$ cat src/rtl/thinpad_bus_pkg.sv
// Shared constants for the base-SRAM bus arbiter: FSM encoding, bus widths, port IDs.
package thinpad_bus_pkg;
  localparam int SRAM_AW = 20;
  localparam int DATA_W  = 32;
  localparam int CNT_W   = 8;

  localparam logic [2:0] IDLE   = 3'd0;
  localparam logic [2:0] READ   = 3'd1;
  localparam logic [2:0] WSETUP = 3'd2;
  localparam logic [2:0] WPULSE = 3'd3;
  localparam logic [2:0] WHOLD  = 3'd4;

  localparam logic PORT_IF  = 1'b0;
  localparam logic PORT_MEM = 1'b1;
endpackage

$ cat src/rtl/sram_bus_arbiter.sv
// Arbitrates the CPU fetch and data ports onto the single base SRAM and sequences
// its read/write timing; every SRAM-facing output and both acks are registered.
//
// state  | meaning
// IDLE   | SRAM deselected, grant mem over if
// READ   | CE/OE low, wait counter runs, then capture read data
// WSETUP | addr/data/CE stable before the WE pulse
// WPULSE | WE low
// WHOLD  | WE high again, addr/data still held
module sram_bus_arbiter
  import thinpad_bus_pkg::*;
#(
  parameter int READ_WAIT   = 1,
  parameter int WRITE_SETUP = 1,
  parameter int WRITE_PULSE = 1,
  parameter int WRITE_HOLD  = 1,
  parameter int ADDR_LSB    = 2
) (
  input  logic                clk,
  input  logic                rst,
  input  logic                if_req_i,
  input  logic [31:0]         if_addr_i,
  output logic [DATA_W-1:0]   if_data_o,
  output logic                if_ack_o,
  input  logic                mem_req_i,
  input  logic                mem_we_i,
  input  logic [31:0]         mem_addr_i,
  input  logic [3:0]          mem_sel_i,
  input  logic [DATA_W-1:0]   mem_data_i,
  output logic [DATA_W-1:0]   mem_data_o,
  output logic                mem_ack_o,
  output logic                stall_o,
  output logic [SRAM_AW-1:0]  sram_addr_o,
  output logic [3:0]          sram_be_n_o,
  output logic                sram_ce_n_o,
  output logic                sram_oe_n_o,
  output logic                sram_we_n_o,
  output logic [DATA_W-1:0]   sram_data_o,
  output logic                sram_data_oe_o,
  input  logic [DATA_W-1:0]   sram_data_i
);
  localparam logic [CNT_W-1:0] RD_LOAD = CNT_W'(READ_WAIT - 1);
  localparam logic [CNT_W-1:0] WS_LOAD = CNT_W'(WRITE_SETUP - 1);
  localparam logic [CNT_W-1:0] WP_LOAD = CNT_W'(WRITE_PULSE - 1);
  localparam logic [CNT_W-1:0] WH_LOAD = CNT_W'(WRITE_HOLD - 1);

  logic [2:0]       state;
  logic [CNT_W-1:0] cnt;
  logic             port_q;
  logic             mem_elig;
  logic             if_elig;
  logic [31:0]      grant_addr;
  logic             unused_addr;

  // A port is ineligible in its own ack cycle so a held request is not served twice.
  assign mem_elig    = mem_req_i & ~mem_ack_o;
  assign if_elig     = if_req_i & ~if_ack_o;
  assign grant_addr  = mem_elig ? mem_addr_i : if_addr_i;
  assign unused_addr = ^grant_addr;

  assign stall_o = (if_req_i & ~if_ack_o) | (mem_req_i & ~mem_ack_o);

  always_ff @(posedge clk) begin
    if (rst) begin
      state          <= IDLE;
      cnt            <= '0;
      port_q         <= PORT_IF;
      sram_addr_o    <= '0;
      sram_be_n_o    <= 4'hF;
      sram_ce_n_o    <= 1'b1;
      sram_oe_n_o    <= 1'b1;
      sram_we_n_o    <= 1'b1;
      sram_data_oe_o <= 1'b0;
      sram_data_o    <= '0;
      if_ack_o       <= 1'b0;
      mem_ack_o      <= 1'b0;
      if_data_o      <= '0;
      mem_data_o     <= '0;
    end else begin
      if_ack_o  <= 1'b0;
      mem_ack_o <= 1'b0;
      case (state)
        IDLE: begin
          if (mem_elig || if_elig) begin
            port_q      <= mem_elig ? PORT_MEM : PORT_IF;
            sram_addr_o <= grant_addr[ADDR_LSB +: SRAM_AW];
            sram_be_n_o <= mem_elig ? ~mem_sel_i : 4'h0;
            sram_ce_n_o <= 1'b0;
            if (mem_elig && mem_we_i) begin
              state          <= WSETUP;
              cnt            <= WS_LOAD;
              sram_data_o    <= mem_data_i;
              sram_data_oe_o <= 1'b1;
            end else begin
              state       <= READ;
              cnt         <= RD_LOAD;
              sram_oe_n_o <= 1'b0;
            end
          end
        end
        READ: begin
          if (cnt == '0) begin
            if (port_q == PORT_MEM) begin
              mem_data_o <= sram_data_i;
              mem_ack_o  <= 1'b1;
            end else begin
              if_data_o <= sram_data_i;
              if_ack_o  <= 1'b1;
            end
            state       <= IDLE;
            sram_ce_n_o <= 1'b1;
            sram_oe_n_o <= 1'b1;
            sram_be_n_o <= 4'hF;
          end else begin
            cnt <= cnt - CNT_W'(1);
          end
        end
        WSETUP: begin
          if (cnt == '0) begin
            state       <= WPULSE;
            cnt         <= WP_LOAD;
            sram_we_n_o <= 1'b0;
          end else begin
            cnt <= cnt - CNT_W'(1);
          end
        end
        WPULSE: begin
          if (cnt == '0) begin
            state       <= WHOLD;
            cnt         <= WH_LOAD;
            sram_we_n_o <= 1'b1;
          end else begin
            cnt <= cnt - CNT_W'(1);
          end
        end
        WHOLD: begin
          if (cnt == '0) begin
            state          <= IDLE;
            mem_ack_o      <= 1'b1;
            sram_ce_n_o    <= 1'b1;
            sram_data_oe_o <= 1'b0;
            sram_be_n_o    <= 4'hF;
          end else begin
            cnt <= cnt - CNT_W'(1);
          end
        end
        default: state <= IDLE;
      endcase
    end
  end
endmodule
$ cat config.mk
export PLATFORM = sky130hd
export DESIGN_NAME = sram_bus_arbiter
export DESIGN_NICKNAME = d
export VERILOG_FILES = /design/src/rtl/thinpad_bus_pkg.sv /design/src/rtl/sram_bus_arbiter.sv
export SDC_FILE = /design/constraint.sdc
export NUM_CORES = 1
export LEC_CHECK = 0
export BUFFER_PORTS_ARGS = -buffer_cell sky130_fd_sc_hd__buf_2
export CAP_MARGIN = 30
export CORE_UTILIZATION = 46
export DETAILED_ROUTE_END_ITERATION = 6
export PLACE_DENSITY_LB_ADDON = 0.08
export SLEW_MARGIN = 20
export SYNTH_ARGS = -nofsm -noshare
export SYNTH_HDL_FRONTEND = slang
export SYNTH_SLANG_ARGS = --single-unit
$ cat constraint.sdc
create_clock -name clk -period 2.3 [get_ports clk]
set_input_delay 0.575 -clock clk [delete_from_list [all_inputs] [get_ports clk]]
set_output_delay 0.575 -clock clk [all_outputs]
set_load 0.1 [all_outputs]
==> flow_summary_export.csv <==
group,metric,value,unit
status,status,"finished, final reports clean",
critical_path,path_delay_family,"simple AND/OR/NAND/NOR gates",
hold_path,worst_hold_path_type,"primary input to flip-flop",
synth,synth_cell_types,40,
floorplanning,die-area,12200,um^2
grt,grt_max_degree,41,
grt,grt_pass1_wl,22.0,mm
finish,num_antenna_cells,0,
power_and_ir_drop,cellPowerDensity,1640,nW/um^2
finish,layout_common_cells,"buf_2, nand2_1, dfxtp_1",
sta,rsz0062_at_grt,"false",
synth,synth_fp_nets,788,
finish,fin_area,7350,um^2
clock_tree,clkLatencyLatePin,0.41,ns
finish,final_nets,1018,
critical_path,cpMaxStageDelayCell,"or3b_2",
power_and_ir_drop,p_clk_share,22.9,%
sta,worst_pin_slew,0.631,ns
sta,relSlewSlack,57.8,%
floorplanning,rows,39,
clock_tree,postCtsHoldBufs,0,
sta,finalClockSkew,0.00855,ns
clock_tree,clock_path_buffers,2,
clock_tree,cts_buffers,17,
grt,globalRouteTotalUtil,23.5,%
floorplanning,ios,264,
clock_tree,post_cts_resized,0,
finish,drive_gt1_share,35.5,%
run,cap_viol_max_count,0,
sta,finalHoldViolCount,0,
route,wl_per_cell,14.0,um
grt,grt_overflow_total,0,
synth,syn_area,5400,um^2
floorplanning,core_area,11400,um^2
synth,yosys_warnings,0,
synth,synthArstFlopShare,0,%
synth,yosysSeqAreaShare,51.2,%
grt,first_global_vias,4745,
critical_path,crit_path_start_kind,"flip-flop",
power_and_ir_drop,seqPwrFrac,26.6,%
finish,syn_to_final_growth,36.2,%
sta,fmax,469,MHz
critical_path,crit_chain,"inv_1, ha_1, or3b_2, nor2_1, a2111oi_0, and3_1",
critical_path,cp-end-kind,"flip-flop",
sta,setup_violations,0,
power_and_ir_drop,power_switching,0.00621,W
route,dr.first_iter.drc_count,394,
grt,antenna_found_initial,0,
clock_tree,cts_tree,"yes",
route,vias,5267,
critical_path,crit_arrival,2.44,ns
sta,tns,0,ns
clock_tree,h-tree-depth,4,
critical_path,crit_path_max_incr_delay,0.55,ns
clock_tree,cts_root_buf,"clkbuf_16",
placed_design,portBuffers,239,
critical_path,cp_max_fo,7,
synth,ys_top_cells_by_area,"dfxtp_1, nand2_1, a21oi_1",
critical_path,required,2.60,ns
placed_design,gp_congestion,0.863,
finish,utilization,64.4,%
clock_tree,cts_setup_buffers,0,
power_and_ir_drop,switching_share,51.4,%
floorplanning,dieWidth,110,um
route,dr.pass1.iters,4,
route,drc_errors,0,
power_and_ir_drop,comb_power_share,50.5,%
synth,yosysTopAreaCell,"dfxtp_1",
power_and_ir_drop,power_leakage,3.32,nW
power_and_ir_drop,irDropWorstVdd,0.997,mV
route,ant_nets,0,
synth,synthCells,649,
synth,synth.avg_cell_area,8.32,um^2
route,vias_per_cell,5.09,
sta,min_period,2.13,ns
placed_design,hpwl,10.2,mm
sta,fin_crit_sh,92.7,%
clock_tree,cts_sinks,138,
sta,finalMaxSlewViolations,0,
finish,fillers,993,
finish,layout_commonest_cell,"buf_2",
clock_tree,cts.clk_slew.worst_paths,0.06,ns
floorplanning,die_h,110,um
power_and_ir_drop,internal-power,0.00587,W
placed_design,dpl_cell_area,6750,um^2
synth,synth_top_flop_cell,"dfxtp_1",
route,routed_wl,14.5,mm
critical_path,cp_num_buf_inv,1,
synth,synth_enable_flop_cells,0,
synth,ys_ff_latch,138,
critical_path,worstSetupPathType,"flip-flop to flip-flop",
floorplanning,start_util,47.3,%
synth,synth_top_area_share,51.2,%
## registers in the layout, indices dropped and copies added (netlist names)
name,flops
cnt,8
sram_oe_n_o,1
port_q,1
mem_ack_o,1
sram_be_n_o,4
sram_ce_n_o,1
if_data_o,32
sram_we_n_o,1
sram_data_o,32
sram_addr_o,20
state,3
mem_data_o,32
sram_data_oe_o,1
if_ack_o,1
## Yosys cell counts (2+ instances only)
| cell type | instances |
|---|---|
| and4_1 | 2 |
| nand4_1 | 12 |
| a21oi_1 | 80 |
| nor3_1 | 3 |
| nand3_1 | 9 |
| o221ai_1 | 4 |
| and3_1 | 4 |
| nand3b_1 | 2 |
| a211oi_1 | 21 |
| nor2b_1 | 6 |
| dfxtp_1 | 138 |
| nor3b_1 | 3 |
| nand2_1 | 200 |
| nand2b_1 | 2 |
| o21a_1 | 2 |
| o211ai_1 | 3 |
| nor2_1 | 32 |
| nand4b_1 | 2 |
| a21oi_2 | 25 |
| ha_1 | 2 |
| mux2i_1 | 20 |
| o21ai_0 | 6 |
| buf_6 | 3 |
| inv_1 | 10 |
| o31ai_1 | 2 |
| buf_2 | 9 |
| clkbuf_1 | 34 |
## metal layers
metal / GRT usage, % / vias to the layer above / share of wire, %
li1: - / 2655 / -
met1: 26.2 / 2429 / 41
met2: 41.5 / 160 / 51
met3: 6.35 / 23 / 5.8
met4: 10.8 / 0 / 2.1
met5: 0 / - / 0
## power groups by stage
stage	logic (W)	registers (W)	clock network, W
after global placement	0.00603	0.00323	0
after detailed placement	0.00611	0.00326	0
after global routing	0.00640	0.00330	0.00294
after CTS	0.00612	0.00322	0.00282
final	0.00610	0.00321	0.00277
after floorplan	0.00169	0.00657	0
## final timing paths
| check | start | end | slack [ns] | cells past startpoint |
|---|---|---|---|---|
| worst min register to register | if_data_o[7] | if_data_o[7] | 0.45 | 2 |
| worst max register to register | cnt[0] | state[0] | 0.17 | 6 |
| worst max-delay path | cnt[0] | state[0] | 0.17 | 6 |
| worst min-delay path | mem_data_i[24] | sram_data_o[24] | 0.39 | 3 |
## cell families after synthesis
group	after synthesis	share of synthesized area, %
simple gates	283	22.6
mux	20	3.71
fa+ha+maj	2	0.464
buf+inv	56	4.52
compound gates	150	17.5
flops	138	51.2
## tightest hold or removal path: stages
cell     delay (ns)
buf_2          0.09
nand2_1        0.04
a21oi_1        0.05
## through the flow
step	cells	total power [W]	worst slack (ns)	hold WS (ns)
after global placement	1003	0.00926	0.297	0.431
after floorplan	649	0.00826	0.00370	0.496
after detailed placement	1003	0.00937	0.186	0.443
after global routing	1035	0.0126	0.0176	0.383
after CTS	1035	0.0122	0.165	0.381
final	1035	0.0121	0.167	0.393
## cell type report
type	instances	area (um^2)	share of cell area [%]
clock buffer	24	492	6.69
clock inverter	8	115	1.57
inverter	10	37.5	0.510
multi-input combinational	455	2390	32.6
sequential	138	2760	37.6
tap	143	179	2.43
timing repair buffer	257	1370	18.7
Note: power is estimated with default switching activity, not from simulation.
